## config.mk

```make
export PLATFORM = sky130hd
export DESIGN_NAME = enc8_3_event
export DESIGN_NICKNAME = d
export VERILOG_FILES = /design/src/rtl/enc_pkg.sv /design/src/rtl/enc8_3_event_sync_edge.sv /design/src/rtl/enc8_3_event.sv
export SDC_FILE = /design/constraint.sdc
export NUM_CORES = 1
export LEC_CHECK = 0
export CAP_MARGIN = 20
export CORE_UTILIZATION = 30
export CTS_CLUSTER_SIZE = 25
export DETAILED_ROUTE_END_ITERATION = 16
export GPL_TIMING_DRIVEN = 0
export SYNTH_ARGS = -nofsm -noshare
export SYNTH_HDL_FRONTEND = slang
export SYNTH_SLANG_ARGS = --single-unit
```

## constraint.sdc

```tcl
create_clock -name clk_i -period 1.6 [get_ports clk_i]
set_input_delay 0.16 -clock clk_i [delete_from_list [all_inputs] [get_ports clk_i]]
set_output_delay 0.16 -clock clk_i [all_outputs]
set_load 0.005 [all_outputs]
```

## src/rtl/enc_pkg.sv

```systemverilog
// Shared constants, FSM state type and selection helpers for the
// 8-line active-low event encoder.
package enc_pkg;

  localparam int N_LINES = 8;
  localparam int CODE_W  = 3;

  typedef enum logic [0:0] {
    IDLE    = 1'b0,
    PRESENT = 1'b1
  } state_t;

  // Index of the highest set bit; line 7 has the highest priority.
  function automatic logic [CODE_W-1:0] prio_sel(input logic [N_LINES-1:0] bitmap);
    logic [CODE_W-1:0] idx;
    idx = 3'd0;
    for (int i = 0; i < N_LINES; i++) begin
      if (bitmap[i]) begin
        idx = i[CODE_W-1:0];
      end else begin
        idx = idx;
      end
    end
    return idx;
  endfunction

  // First set bit at or after last+1, ascending with wrap-around.
  // Scanning from the far end lets the nearest hit overwrite earlier ones.
  function automatic logic [CODE_W-1:0] rr_sel(input logic [N_LINES-1:0] bitmap,
                                                input logic [CODE_W-1:0]  last);
    logic [CODE_W-1:0] idx;
    logic [CODE_W-1:0] cand;
    idx = 3'd0;
    for (int k = N_LINES - 1; k >= 0; k--) begin
      cand = last + 3'd1 + k[CODE_W-1:0];
      if (bitmap[cand]) begin
        idx = cand;
      end else begin
        idx = idx;
      end
    end
    return idx;
  endfunction

endpackage

```

## src/rtl/enc8_3_event_sync_edge.sv

```systemverilog
// Per-line input synchronizer with falling-edge detection on the
// synchronized level; edges are only reported once real samples have flushed.
module sync_edge #(
  parameter int SYNC_STAGES = 2,
  parameter int WIDTH       = 8
) (
  input  logic             clk_i,
  input  logic             rst_n_i,
  input  logic [WIDTH-1:0] d_n_i,
  output logic [WIDTH-1:0] rise_o
);

  logic [SYNC_STAGES-1:0][WIDTH-1:0] sync_q;
  logic [WIDTH-1:0]                  prev_q;
  logic [SYNC_STAGES:0]              vld_q;

  // vld_q marks which pipeline stages hold post-reset samples, so the
  // 8'hFF reset image can never be mistaken for a line that was high.
  always_ff @(posedge clk_i or negedge rst_n_i) begin
    if (!rst_n_i) begin
      sync_q <= {SYNC_STAGES{{WIDTH{1'b1}}}};
      prev_q <= {WIDTH{1'b1}};
      vld_q  <= '0;
    end else begin
      sync_q <= {sync_q[SYNC_STAGES-2:0], d_n_i};
      prev_q <= sync_q[SYNC_STAGES-1];
      vld_q  <= {vld_q[SYNC_STAGES-1:0], 1'b1};
    end
  end

  assign rise_o = prev_q & ~sync_q[SYNC_STAGES-1] & {WIDTH{vld_q[SYNC_STAGES]}};

endmodule

```

## src/rtl/enc8_3_event.sv

```systemverilog
// Active-low 8-to-3 event encoder with pending bitmap and VALID/READY output.
// Define ENC8_3_ROUND_ROBIN_EN for round-robin instead of fixed-priority selection.
module enc8_3_event
  import enc_pkg::*;
#(
  parameter int SYNC_STAGES = 2
) (
  input  logic               clk_i,
  input  logic               rst_n_i,
  input  logic [N_LINES-1:0] y_n_i,
  input  logic               ready_i,
  output logic [CODE_W-1:0]  code_o,
  output logic               valid_o,
  output logic [N_LINES-1:0] pend_o,
  output logic               ovf_o
);

  logic [N_LINES-1:0] rise_s;
  logic [N_LINES-1:0] clr_s;
  logic [CODE_W-1:0]  sel_s;
  logic               load_s;

  state_t             state_q, state_d;
  logic [N_LINES-1:0] pend_q, pend_d;
  logic [CODE_W-1:0]  code_q, code_d;
  logic               valid_q, valid_d;
  logic               ovf_q, ovf_d;

  sync_edge #(
    .SYNC_STAGES (SYNC_STAGES),
    .WIDTH       (N_LINES)
  ) u_sync_edge (
    .clk_i   (clk_i),
    .rst_n_i (rst_n_i),
    .d_n_i   (y_n_i),
    .rise_o  (rise_s)
  );

`ifdef ENC8_3_ROUND_ROBIN_EN
  logic [CODE_W-1:0] last_q, last_d;

  assign sel_s  = rr_sel(pend_q, last_q);
  assign last_d = load_s ? sel_s : last_q;

  always_ff @(posedge clk_i or negedge rst_n_i) begin
    if (!rst_n_i) begin
      last_q <= 3'd7;
    end else begin
      last_q <= last_d;
    end
  end
`else
  assign sel_s = prio_sel(pend_q);
`endif

  always_comb begin
    state_d = state_q;
    code_d  = code_q;
    valid_d = valid_q;
    load_s  = 1'b0;
    clr_s   = '0;
    case (state_q)
      IDLE: begin
        if (pend_q != 8'h00) begin
          load_s = 1'b1;
        end else begin
          valid_d = 1'b0;
        end
      end
      PRESENT: begin
        if (ready_i) begin
          if (pend_q != 8'h00) begin
            load_s = 1'b1;
          end else begin
            valid_d = 1'b0;
            state_d = IDLE;
          end
        end else begin
          valid_d = 1'b1;
        end
      end
      default: begin
        valid_d = 1'b0;
        state_d = IDLE;
      end
    endcase
    if (load_s) begin
      code_d  = sel_s;
      valid_d = 1'b1;
      state_d = PRESENT;
      clr_s   = 8'h01 << sel_s;
    end else begin
      clr_s   = '0;
    end
    // A new edge beats the load-clear, so an edge on the just-loaded line stays pending.
    pend_d = (pend_q & ~clr_s) | rise_s;
    ovf_d  = |(rise_s & pend_q & ~clr_s);
  end

  always_ff @(posedge clk_i or negedge rst_n_i) begin
    if (!rst_n_i) begin
      state_q <= IDLE;
      pend_q  <= 8'h00;
      code_q  <= 3'd0;
      valid_q <= 1'b0;
      ovf_q   <= 1'b0;
    end else begin
      state_q <= state_d;
      pend_q  <= pend_d;
      code_q  <= code_d;
      valid_q <= valid_d;
      ovf_q   <= ovf_d;
    end
  end

  assign code_o  = code_q;
  assign valid_o = valid_q;
  assign pend_o  = pend_q;
  assign ovf_o   = ovf_q;

endmodule

```

==> impl_results.md, run 1 <==
* Hpwl dp at 1789 um
* Critical path origin: pend_o[6]
* Status: complete, but fails checks
* Drt drc at 0
* CTS tree: yes
* Area leader, netlist: dfstp_2
* DR vias/cell at 4.585
* Global-route wire length before repair at 4471 um
* R2r endpoint: ovf_o
* Initial antenna violation count at 0
* Die Y at 72.54 um
* Final WL at 2540 um
* Iter 0 DRT Violations at 39
* Reg clk slew, reported paths at 80 ps
* Syn_area_per_cell at 13.69 um2
* Worst Path Max Fanout at 9
* Io pins at 24
* Port buffer count at 23
* Fin crit period at 1895 ps
* Post-synth top area share at 42.25%
* Total gr overflow at 0
* Worst min path class: input pin to async pin
* RD Place Congestion at 0.8137
* Hold Vio Cnt, Final at 17
* Cts bufs inserted at 5
* Post-layout util at 40.53%
* FILL cells at 461
* Final setup margin at -295.0 ps
* Row count at 25
* Worst-Margin Slew at 850.7 ps
* Final setup viols at 2
* Synth Net Count at 120
* DRT antenna net count at 0
* CP arrival at 2060 ps
* Multi-input logic area at 397.9 um2
* Layout cells sized above 1 at 30.71%
* Die width at 72.54 um
* Maximum VDD drop at 0.0006503 V
* Crit path capture type: register
* Failing checks: hold timing, setup timing
* FF/Latch Area at 1057 um2
* Gate Count Post-Synth at 109
* N_diodes at 0
* Ys flop type: dfstp_2
* Synth async-reset ratio at 100.0%
* Clock skew at 4.067 ps
* Area growth syn-to-layout at 29.09%
* Most frequent cells in the layout: dfstp_2 (24), clkdlybuf4s50_1 (22), dfrtp_1 (16)
* YS warnings at 0
* RSZ-0062 raised after global routing: true
* P per Cell Area at 1250 nW/um2
* Clock sink count at 41
* Max-cap violations at 0
* Most common cell after layout, fill and taps aside: dfstp_2
* Die Area at 5261 um2
* Initial Util at 31.39%
* Area after DPL at 1802 um2
* WP data required at 1760 ps
* Root Driver: clkbuf_8
* Top post-synthesis cells by area: dfstp_2 (42%), dfrtp_1 (28%), o21ai_0 (3.7%), and4b_1 (2.7%), nand3b_1 (2.0%)
* Synth Register Bits at 41
* Core ar. at 4755 um2
* Post-route cell area at 1927 um2
* Worst reg2reg path depth at 5
* Vias in the first global route at 984
* Min Hold Slack at -14.83 ps
* Dpl ws at -310.2 ps
* Synthesized area at 1493 um2
* Clock latency on the worst-skew pair at 280 ps
* Overall Power at 2.409 mW
* Fin crit share at 118.4%
* Max Slew Vio Count at 0
* Worst setup SP type: register
* First drt pass iteration count at 4
* Largest net degree at the start of global routing at 42
* Synth cell types at 31
* CTS H-tree lvls at 2
* Slew HR at 43.29%
* Post-synth EDFFs at 0
* Total track usage at 11.54%
* F_max at 0.5277 GHz
* Leak at 0.7568 nW
* Via count at 949
* Wirelength per Cell at 12.27 um
* Reg-to-Reg Start: pend_o[6]
* Kind of critical path: register to register
* CTS Buffer Depth at 2
* Sequential area share after synthesis at 70.75%
* Crit path capture: ovf_o
* Nets at 150
* Flop2flop setup slack at -290 ps
==> layout make-up <==
class                   count  area share (%)
clock buffers               6           3.766
plain buffers               4           1.299
multi-input cells          57           20.65
flip-flops and latches     41           54.87
inverters                   7           1.364
clock inverters             2           2.013
repair buffers             23           11.69
well taps                  67           4.351
==> per-layer routing <==
layer  track usage [%]  share of wire, %  up-vias
met3             3.889               5.1        7
met5                 0                 0        -
met4             7.407               2.6        0
li1                  -                 -      448
met2             17.65                48       28
met1             13.94                45      466
==> worst min-delay path by stage <==
stage                     depth (start not counted)                  from              endpoint
after floorplan                                   0               rst_n_i             code_o[0]
after global placement                            0  u_sync_edge.vld_q[0]  u_sync_edge.vld_q[1]
after detailed placement                          1               rst_n_i  u_sync_edge.vld_q[1]
after CTS                                         1               rst_n_i                 ovf_o
after global routing                              1               rst_n_i                 ovf_o
final                                             1               rst_n_i             pend_o[6]
==> state kept, by name, summed over array words and instances (netlist names) <==
register / count
code_o: 3
u_sync_edge.sync_q: 16
state_q: 1
ovf_o: 1
u_sync_edge.prev_q: 8
pend_o: 8
u_sync_edge.vld_q: 3
valid_o: 1
==> repair_timing <==
action / 4_1_cts / 5_1_grt
buffers inserted: 0 / 0
resized for setup: 3 / 3
hold buffers: 0 / 0
setup endpoints to repair: 4 / 5
cloned: 0 / 0
==> where the power goes <==
group | switching, mW | leakage, nW | internal (mW) | total [mW]
sequential | 0.107 | 0.440 | 1.15 | 1.26
combinational | 0.146 | 0.262 | 0.199 | 0.345
clock | 0.336 | 0.0554 | 0.468 | 0.803
total | 0.589 | 0.757 | 1.82 | 2.41
==> worst max-delay path, cell delays in order, from the launching register on <==
cell       delay [ps]
dfrtp_1           380
buf_2             170
or4_4             570
a2111oi_4         210
o32ai_1           130
a211o_1           310
==> stage by stage <==
step / TNS, ps / instances
after floorplan: -141.8 / 109
after global placement: -11670 / 199
after detailed placement: -1652 / 199
after CTS: -302.9 / 207
after global routing: -449.2 / 207
final: -303.3 / 207
==> kinds of logic after synthesis <==
family	Yosys count	synth area share (%)
AO/OA/AOI/OAI	27	13.33
buffers and inverters	11	3.353
flip-flops	41	70.75
other	1	0.2512
AND/OR/NAND/NOR	29	12.32
==> cells in the mapped netlist (2+ instances only) <==
cell / number
o32ai_1: 2
and4b_1: 4
nand2b_1: 2
nor3_1: 2
nor4_1: 3
nand3b_1: 4
a21oi_1: 3
o31ai_1: 2
clkbuf_1: 2
dfstp_2: 24
a32o_1: 2
nor2_1: 3
dfrtp_1: 17
inv_1: 7
o21ai_0: 11
nand2_1: 6
(Power assumes the default switching activity.)
==> run 2: changes to the inputs <==
CORE_ASPECT_RATIO = 1.2   (was default)
SLEW_MARGIN = 20   (was default)
==> run 2 against run 1 <==
The flow finishes with violations (setup timing). Die area is essentially flat. Fmax rose by 0.93%. Flip-flop and latch count stayed put. Cell area is 1.7% higher. Hold slack improved by 280 ps. Count of clock-buffer cells in the layout is 1 higher. Wire length grew 0.24%. First-iteration DRC count down 59%. Cell count is 3.9% lower. Non-clock buffer count grew 1. Clock power down 6.5%. Via count fell by 1.5%. Critical path type unchanged.
==> impl_results.md, run 2 (synthesized netlist as in run 1, its figures left out) <==
* FILL cells at 424 (was 461)
* Area growth syn-to-layout at 31.27% (was 29.09%)
* Clock skew at 1.746 ps (was 4.067 ps)
* Final setup viols at 1 (was 2)
* Min Hold Slack at 267.7 ps (was -14.83 ps)
* Layout cells sized above 1 at 32.62% (was 30.71%)
* Maximum VDD drop at 0.0005266 V (was 0.0006503 V)
* CTS Buffer Depth at 2 (unchanged)
* F_max at 0.5326 GHz (was 0.5277 GHz)
* Hold Vio Cnt, Final at 0 (was 17)
* Leak at 0.7737 nW (was 0.7568 nW)
* Biggest register: u_sync_edge.sync_q (unchanged)
* Worst min path class: input pin to register (was input pin to async pin)
* Final WL at 2546 um (was 2540 um)
* Max-cap violations at 0 (unchanged)
* Hpwl dp at 1862 um (was 1789 um)
* Post-layout util at 41.73% (was 40.53%)
* Most frequent cells in the layout: dfstp_2 (24), clkdlybuf4s50_1 (22), dfrtp_1 (14) (was dfstp_2 (24), clkdlybuf4s50_1 (22), dfrtp_1 (16))
* P per Cell Area at 1210 nW/um2 (was 1250 nW/um2)
* DRT antenna net count at 0 (unchanged)
* Die Y at 79.27 um (was 72.54 um)
* Worst setup SP type: register (unchanged)
* Nets at 151 (was 150)
* Clock latency on the worst-skew pair at 290 ps (was 280 ps)
* WP data required at 1770 ps (was 1760 ps)
* Worst Path Max Fanout at 10 (was 9)
* Io pins at 24 (unchanged)
* CTS H-tree lvls at 2 (unchanged)
* CTS tree: yes (unchanged)
* Vias in the first global route at 992 (was 984)
* Largest net degree at the start of global routing at 25 (was 42)
* Placed insts at 191 (was 199)
* Port buffer count at 23 (unchanged)
* CP arrival at 2050 ps (was 2060 ps)
* Die width at 66.39 um (was 72.54 um)
* Total track usage at 11.58% (was 11.54%)
* Max reg flops at 16 (unchanged)
* Global-route wire length before repair at 4471 um (unchanged)
* Wirelength per Cell at 12.79 um (was 12.27 um)
* Die Area at 5263 um2 (was 5261 um2)
* Root Driver: clkbuf_8 (unchanged)
* N_diodes at 0 (unchanged)
* Iter 0 DRT Violations at 16 (was 39)
* Final setup margin at -277.5 ps (was -295.0 ps)
* Initial antenna violation count at 0 (unchanged)
* Drt drc at 0 (unchanged)
* RSZ-0062 raised after global routing: true (unchanged)
* Kind of critical path: register to register (unchanged)
* First drt pass iteration count at 3 (was 4)
* RD Place Congestion at 0.7729 (was 0.8137)
* Fin crit share at 117.3% (was 118.4%)
* Finished Layout Cells at 199 (was 207)
* Reg clk slew, reported paths at 80 ps (about the same)
* Crit path capture type: register (unchanged)
* DR vias/cell at 4.698 (was 4.585)
* Cts bufs inserted at 5 (unchanged)
* Via count at 935 (was 949)
* Row count at 27 (was 25)
* Total gr overflow at 0 (unchanged)
* Initial Util at 31.79% (was 31.39%)
* Most common cell after layout, fill and taps aside: dfstp_2 (unchanged)
* Failing checks: setup timing (was hold timing, setup timing)
* Status: complete, but fails checks (unchanged)
* Max Slew Vio Count at 0 (unchanged)
* Clock sink count at 41 (unchanged)
* Fin crit period at 1878 ps (was 1895 ps)
* Core ar. at 4696 um2 (was 4755 um2)
run 2: layout make-up:
cell class / count / area (um2) / area share, %
Buffer: 3 / 20.02 / 1.022
Clock buffer: 7 / 97.59 / 4.981
Timing Repair Buffer: 25 / 262.8 / 13.41
Tap cell: 58 / 72.57 / 3.704
Inverter: 7 / 26.28 / 1.341
Multi-Input combinational cell: 57 / 411.6 / 21.01
Sequential cell: 41 / 1060 / 54.09
Clock inverter: 1 / 8.758 / 0.4470
run 2: report_power, final:
part	switching [mW]	internal (mW)
Clock	0.346	0.405
Combinational	0.148	0.207
Sequential	0.108	1.16
run 2: layer usage:
| layer | vias to the layer above | wire (um) | track usage, % |
|---|---|---|---|
| met5 | - | 0 | 0 |
| met4 | 0 | 37 | 5.106 |
| met3 | 3 | 116 | 4.167 |
| met2 | 22 | 1333 | 19.69 |
| met1 | 458 | 1059 | 12.77 |
| li1 | 452 | - | - |
run 2: timing repair:
item,4_1_cts,5_1_grt
hold buffers,1,0
buffers inserted,0,0
endpoints found under the setup margin,2,9
hold endpoints to repair,8,0
pin swaps,0,2
resized for setup,2,8
run 2: worst paths after layout:
kind | depth (start not counted) | end | startpoint | slack, ps
max reg2reg | 5 | ovf_o | pend_o[7] | -280
min | 1 | u_sync_edge.sync_q[3] | y_n_i[3] | 270
min reg2reg | 0 | u_sync_edge.sync_q[12] | u_sync_edge.sync_q[4] | 360
max in group asynchronous | 3 | u_sync_edge.sync_q[10] | rst_n_i | 740
min in group asynchronous | 2 | pend_o[7] | rst_n_i | 330
max | 5 | ovf_o | pend_o[7] | -280
run 2: worst max-delay path, cell delays in order (launching register included):
cell and delay, ps:
dfrtp_1 400, buf_6 140, or4_4 560, a2111oi_4 220
o32ai_2 130, a211o_1 300
run 2: stage by stage:
step	setup WS, ps	cell area (um2)	setup TNS [ps]	power [mW]
finish	-277.5	1959	-277.5	2.370
floorplan	-141.8	1493	-141.8	1.404
CTS	-249.5	1939	-249.5	2.393
global route	-329.7	1959	-630.9	2.505
global placement	-475.4	1795	-12220	1.606
detailed placement	-288.6	1818	-1141	1.628
